### config.mk
export PLATFORM = sky130hd
export DESIGN_NAME = ps2_rx_fifo
export DESIGN_NICKNAME = d
export VERILOG_FILES = /design/src/rtl/ps2_pkg.sv /design/src/rtl/ps2_sync_fifo.sv /design/src/rtl/ps2_rx_fifo.sv
export SDC_FILE = /design/constraint.sdc
export NUM_CORES = 1
export LEC_CHECK = 0
export CORE_AREA = 2 2 119 63
export DETAILED_ROUTE_END_ITERATION = 6
export DIE_AREA = 0 0 121 65
export SKIP_CTS_REPAIR_TIMING = 1
export SYNTH_ARGS = -nofsm -noshare
export SYNTH_HDL_FRONTEND = slang
export SYNTH_SLANG_ARGS = --single-unit
### constraint.sdc
create_clock -name clk -period 2.65 [get_ports clk]
set_input_delay 0.53 -clock clk [delete_from_list [all_inputs] [get_ports clk]]
set_output_delay 0.53 -clock clk [all_outputs]
set_load 0.02 [all_outputs]
### src/rtl/ps2_pkg.sv
// Shared types and helpers for the PS/2 receive path.
package ps2_pkg;

    typedef enum logic [1:0] {
        IDLE   = 2'd0,
        DATA   = 2'd1,
        PARITY = 2'd2,
        STOP   = 2'd3
    } ps2_state_t;

    localparam int PS2_DATA_BITS = 8;

    // PS/2 uses odd parity across the eight data bits plus the parity bit.
    function automatic logic odd_parity_ok(input logic [PS2_DATA_BITS-1:0] data_byte,
                                           input logic par);
        return ^{data_byte, par};
    endfunction

endpackage

### src/rtl/ps2_sync_fifo.sv
// First-word fall-through FIFO; a pop frees a slot for a push in the same cycle.
module ps2_sync_fifo #(
    parameter int DEPTH = 4,
    parameter int WIDTH = 8
) (
    input  logic                     clk,
    input  logic                     rst_n,
    input  logic                     push,
    input  logic [WIDTH-1:0]         push_data,
    input  logic                     pop,
    output logic [WIDTH-1:0]         rd_data,
    output logic                     rd_valid,
    output logic [$clog2(DEPTH):0]   count,
    output logic                     full
);

    localparam int AW = $clog2(DEPTH);
    localparam logic [AW:0] FULL_CNT = (AW+1)'(DEPTH);

    logic [WIDTH-1:0] mem [DEPTH];
    logic [AW-1:0]    wr_ptr;
    logic [AW-1:0]    rd_ptr;
    logic             do_push;
    logic             do_pop;

    assign rd_valid = (count != '0);
    assign full     = (count == FULL_CNT);
    assign do_pop   = pop && rd_valid;
    assign do_push  = push && (!full || do_pop);
    assign rd_data  = rd_valid ? mem[rd_ptr] : '0;

    always_ff @(posedge clk) begin
        if (!rst_n) begin
            wr_ptr <= '0;
            rd_ptr <= '0;
            count  <= '0;
        end else begin
            if (do_push) wr_ptr <= wr_ptr + AW'(1);
            if (do_pop)  rd_ptr <= rd_ptr + AW'(1);
            if (do_push && !do_pop)
                count <= count + (AW+1)'(1);
            else if (!do_push && do_pop)
                count <= count - (AW+1)'(1);
        end
    end

    always_ff @(posedge clk) begin
        if (do_push) mem[wr_ptr] <= push_data;
    end

endmodule

### src/rtl/ps2_rx_fifo.sv
// PS/2 device-to-host receiver feeding a FWFT FIFO with sticky overflow.
// Define PS2_TIMEOUT_EN to build the stuck-frame watchdog.
module ps2_rx_fifo
    import ps2_pkg::*;
#(
    parameter int DEPTH       = 4,
    parameter int TIMEOUT_CYC = 2000
) (
    input  logic                   clk,
    input  logic                   rst_n,
    input  logic                   ps2_clk,
    input  logic                   ps2_data,
    input  logic                   rd_en,
    input  logic                   err_clr,
    output logic [7:0]             rd_data,
    output logic                   rd_valid,
    output logic [$clog2(DEPTH):0] count,
    output logic                   frame_err,
    output logic                   overflow
);

    logic       clk_s1, clk_s2, clk_prev;
    logic       data_s1, data_s2;
    logic       fall;
    ps2_state_t state;
    logic [2:0] bit_cnt;
    logic [PS2_DATA_BITS-1:0] shift_reg;
    logic       par_ok;
    logic       push, bad_frame, ovf_set, timeout, fifo_full;

    // Synchronizers idle high so reset never fakes a falling edge.
    always_ff @(posedge clk) begin
        if (!rst_n) begin
            clk_s1   <= 1'b1;
            clk_s2   <= 1'b1;
            clk_prev <= 1'b1;
            data_s1  <= 1'b1;
            data_s2  <= 1'b1;
        end else begin
            clk_s1   <= ps2_clk;
            clk_s2   <= clk_s1;
            clk_prev <= clk_s2;
            data_s1  <= ps2_data;
            data_s2  <= data_s1;
        end
    end

    assign fall      = clk_prev & ~clk_s2;
    assign push      = fall && (state == STOP) && data_s2 && par_ok;
    assign bad_frame = fall && (state == STOP) && !(data_s2 && par_ok);
    assign ovf_set   = push && fifo_full && !(rd_en && rd_valid);

`ifdef PS2_TIMEOUT_EN
    localparam int TW = $clog2(TIMEOUT_CYC);
    logic [TW-1:0] idle_cnt;

    assign timeout = (state != IDLE) && !fall && (idle_cnt == TW'(TIMEOUT_CYC - 1));

    always_ff @(posedge clk) begin
        if (!rst_n || state == IDLE || fall || timeout)
            idle_cnt <= '0;
        else
            idle_cnt <= idle_cnt + TW'(1);
    end
`else
    assign timeout = 1'b0;
`endif

    always_ff @(posedge clk) begin
        if (!rst_n) begin
            state     <= IDLE;
            bit_cnt   <= '0;
            shift_reg <= '0;
            par_ok    <= 1'b0;
            frame_err <= 1'b0;
            overflow  <= 1'b0;
        end else begin
            frame_err <= timeout || bad_frame;
            overflow  <= ovf_set || (overflow && !err_clr);
            if (timeout) begin
                state <= IDLE;
            end else if (fall) begin
                case (state)
                    IDLE: begin
                        if (!data_s2) begin
                            state   <= DATA;
                            bit_cnt <= '0;
                        end
                    end
                    DATA: begin
                        shift_reg <= {data_s2, shift_reg[PS2_DATA_BITS-1:1]};
                        bit_cnt   <= bit_cnt + 3'd1;
                        if (bit_cnt == 3'(PS2_DATA_BITS - 1)) state <= PARITY;
                    end
                    PARITY: begin
                        par_ok <= odd_parity_ok(shift_reg, data_s2);
                        state  <= STOP;
                    end
                    default: state <= IDLE;
                endcase
            end
        end
    end

    ps2_sync_fifo #(
        .DEPTH (DEPTH),
        .WIDTH (PS2_DATA_BITS)
    ) u_fifo (
        .clk       (clk),
        .rst_n     (rst_n),
        .push      (push),
        .push_data (shift_reg),
        .pop       (rd_en),
        .rd_data   (rd_data),
        .rd_valid  (rd_valid),
        .count     (count),
        .full      (fifo_full)
    );

endmodule

==> summary.txt, run 1 <==
Global route
  – Antenna violations before repair: 0
  – First-pass GRT wire length: 7.53 mm
  – Number of global-route vias before repair: 1475
  – GR Overflow Total: 0
  – GRT Total Usage: 13.6%
  – Pin count of the biggest net entering global routing: 20

Clock tree
  – Clk_lat worst skew: 0.33 ns
  – Max Buffers Root-to-Sink: 2
  – CTS clk-pin slew, worst paths: 0.05 ns
  – CTS Buf Count: 9
  – Root Buffer: clkbuf_16
  – CTS tree: done
  – Htree depth: 3
  – Clk sinks: 62

Timing
  – Pins Over Slew Limit: 0
  – RSZ-0062 raised after global routing: false
  – Worst slew margin: 60.5%
  – Fin. Hold Viols: 0
  – Setup Viol. Count Final: 0
  – Setup TNS: 0 ns
  – Clock skew: 0.00635 ns
  – Period utilization: 97.1%
  – Highest clock rate: 0.389 GHz
  – Final min period: 2.57 ns
  – Actual slew at the worst max-slew pin: 0.591 ns

Worst setup path
  – Crit Path Category: reg -> out
  – R2r endpoint: u_fifo.count[2]$_SDFFE_PN0P_
  – Crit-path slowest cell: clkdlybuf4s50_1
  – Setup crit end kind: output pin
  – WP data required: 2.12 ns
  – R2r setup slk: 0.36 ns
  – CP peak stage delay: 0.53 ns
  – Critical Path Fanout Max: 8
  – CP startpoint kind: register
  – Critical Path End: rd_data[0]
  – Reg-to-Reg Start: u_fifo.count[0]$_SDFFE_PN0P_
  – Worst R2R Path Depth: 8
  – Crit-path cells: buf_4 > mux4_2 > and2_1 > clkdlybuf4s50_1
  – Worst path arrival time: 2.04 ns

Die
  – Core ar.: 6960 um2
  – IO Pins: 20
  – Cell row count: 22
  – Chip Width: 121 um
  – Initial Utilization: 38.2%
  – Die ar.: 7870 um2
  – Die Ht: 65 um

Detailed routing
  – DRT Wirelength: 4.45 mm
  – Post-DR vias/cell: 4.53
  – Initial drt markers: 71
  – Wire per inst: 14.0 um
  – DR pass1 iterations: 4
  – Vias: 1435
  – Post-DRT Antenna Nets: 0
  – # DRC: 0

Synthesis
  – Seq/Total Area, Yosys: 58.8%
  – Warnings from Yosys: 0
  – Post-Synthesis Cells: 187
  – Syn_area_per_cell: 14.2 um2
  – Largest cells by area after synthesis: edfxtp_1, dfxtp_1, mux4_2
  – Post-Synth Simple-Gate Area: 15.6%
  – Async set-reset flop share out of synthesis: 0%
  – Xor/xnor share of the synthesized area: 4.14%
  – Yosys top cell area share: 36.2%
  – Synth Area in Adders: 5.93%
  – Main combinational cell family by area after synthesis: simple AND/OR/NAND/NOR gates
  – Post-synth top area cell: edfxtp_1
  – Post-synth EDFFs: 32
  – Post-synthesis compound-gate area fraction: 2.59%
  – Synth Register Bits: 62
  – Dominant synthesized flop cell: edfxtp_1
  – Synth Cell Area: 2660 um2
  – Netlist cell types: 36
  – Syn_nets: 205
  – Mux contribution to synthesized area: 10.9%

Layout
  – Commonest non-fill, non-tap cell in the layout: edfxtp_1
  – Area Overhead vs Synth: 23.1%
  – Fin cells: 317
  – Share of cells above drive strength 1: 15.4%
  – ANT cells: 0
  – Fillers: 631
  – Most frequent cells in the layout: edfxtp_1, dfxtp_1, and2_1, nor2b_1, clkdlybuf4s50_1
  – Final #Nets: 234
  – Largest register FFs: 32
  – Design area: 3270 um2

Pwr
  – Power, Total: 2960 uW
  – Leakage: 0.00132 uW
  – Pwr per Cell Area: 903 nW/um2
  – Peak supply drop: 0.000393 V

Placed design
  – Post-DP Area: 2970 um2
  – Gpl congestion: 0.686
  – Port buffer count: 19
  – # placed instances: 301
  – HPWL Detailed: 3.06 mm

Worst hold path
  – Hold WC Path Type: reg -> reg
  – Hold path start: data_s1$_SDFF_PN1_

Run
  – Max-cap violations: 0

Run status
  – Run status: finished, final reports clean
[layer usage]
| metal | up-vias | GRT usage, % | part of all wire, % |
|---|---|---|---|
| met5 | - | 0 | 0 |
| met4 | 0 | 7.85 | 2.4 |
| met3 | 11 | 6.34 | 5.2 |
| met2 | 26 | 18.5 | 38 |
| met1 | 679 | 17.7 | 54 |
| li1 | 719 | - | - |
[power by group]
| part | internal, uW | switching (uW) |
|---|---|---|
| sequential | 1050 | 50.4 |
| clock | 707 | 375 |
| combinational | 408 | 370 |
| total | 2160 | 796 |
[cells in the mapped netlist, types with 2 or more instances]
| master | number |
|---|---|
| nor2_1 | 3 |
| and2_1 | 19 |
| xnor2_1 | 7 |
| mux2i_1 | 11 |
| ha_1 | 11 |
| a32oi_1 | 2 |
| mux4_2 | 8 |
| o211ai_1 | 2 |
| nand2b_1 | 6 |
| nor2b_1 | 13 |
| inv_1 | 6 |
| nand2_1 | 7 |
| a21boi_0 | 2 |
| nand3_2 | 2 |
| clkbuf_1 | 4 |
| xor2_1 | 3 |
| edfxtp_1 | 32 |
| or3_1 | 2 |
| dfxtp_1 | 30 |
[cell families (layout without fill, tap and decap cells)]
group	Yosys count	in the layout
AO/OA/AOI/OAI	9	9
adder cells (fa/ha/maj)	12	12
flip-flops	62	62
buffers and inverters	12	46
AND/OR/NAND/NOR	62	62
XOR/XNOR	11	11
multiplexers	19	19
[area by class of cell]
cell class / instances / area, um2 / area share, %
repair buffers: 24 / 243 / 7.42
multi-input cells: 113 / 1040 / 31.9
flip-flops and latches: 62 / 1560 / 47.7
well taps: 96 / 120 / 3.67
clock buffers: 15 / 278 / 8.49
clock inverters: 1 / 5.00 / 0.153
inverters: 6 / 22.5 / 0.688
[worst min-delay path by stage]
stage,end,cells after the start
after global routing,data_s2$_SDFF_PN1_,1
after floorplan,clk_s2$_SDFF_PN1_,1
after global placement,data_s2$_SDFF_PN1_,1
after detailed placement,clk_s2$_SDFF_PN1_,1
final,data_s2$_SDFF_PN1_,1
after CTS,clk_s2$_SDFF_PN1_,1
[critical path: cells and delay by family, from the launching register on]
family,cells,cell delay (ns)
buffers and inverters,2,0.74
AND/OR/NAND/NOR,1,0.17
multiplexers,1,0.51
flip-flops,1,0.31
[through the flow]
step                      utilization (%)  setup slack (ns)  hold WS, ns
after floorplan                         -             0.405        0.386
after global placement               42.7            0.0120        0.396
after detailed placement             42.7           -0.0235        0.397
after CTS                            46.8            0.0142        0.409
after global routing                 47.0           0.00135        0.433
final                                47.0            0.0776        0.410
No activity file was read; power rests on OpenSTA's default activity.
==> run 2: changes to the inputs <==
Settings changed: GPL_ROUTABILITY_DRIVEN from default to 0.
==> results of run 2 <==
The final DEF is identical to that of run 1; final timing and power are the same.
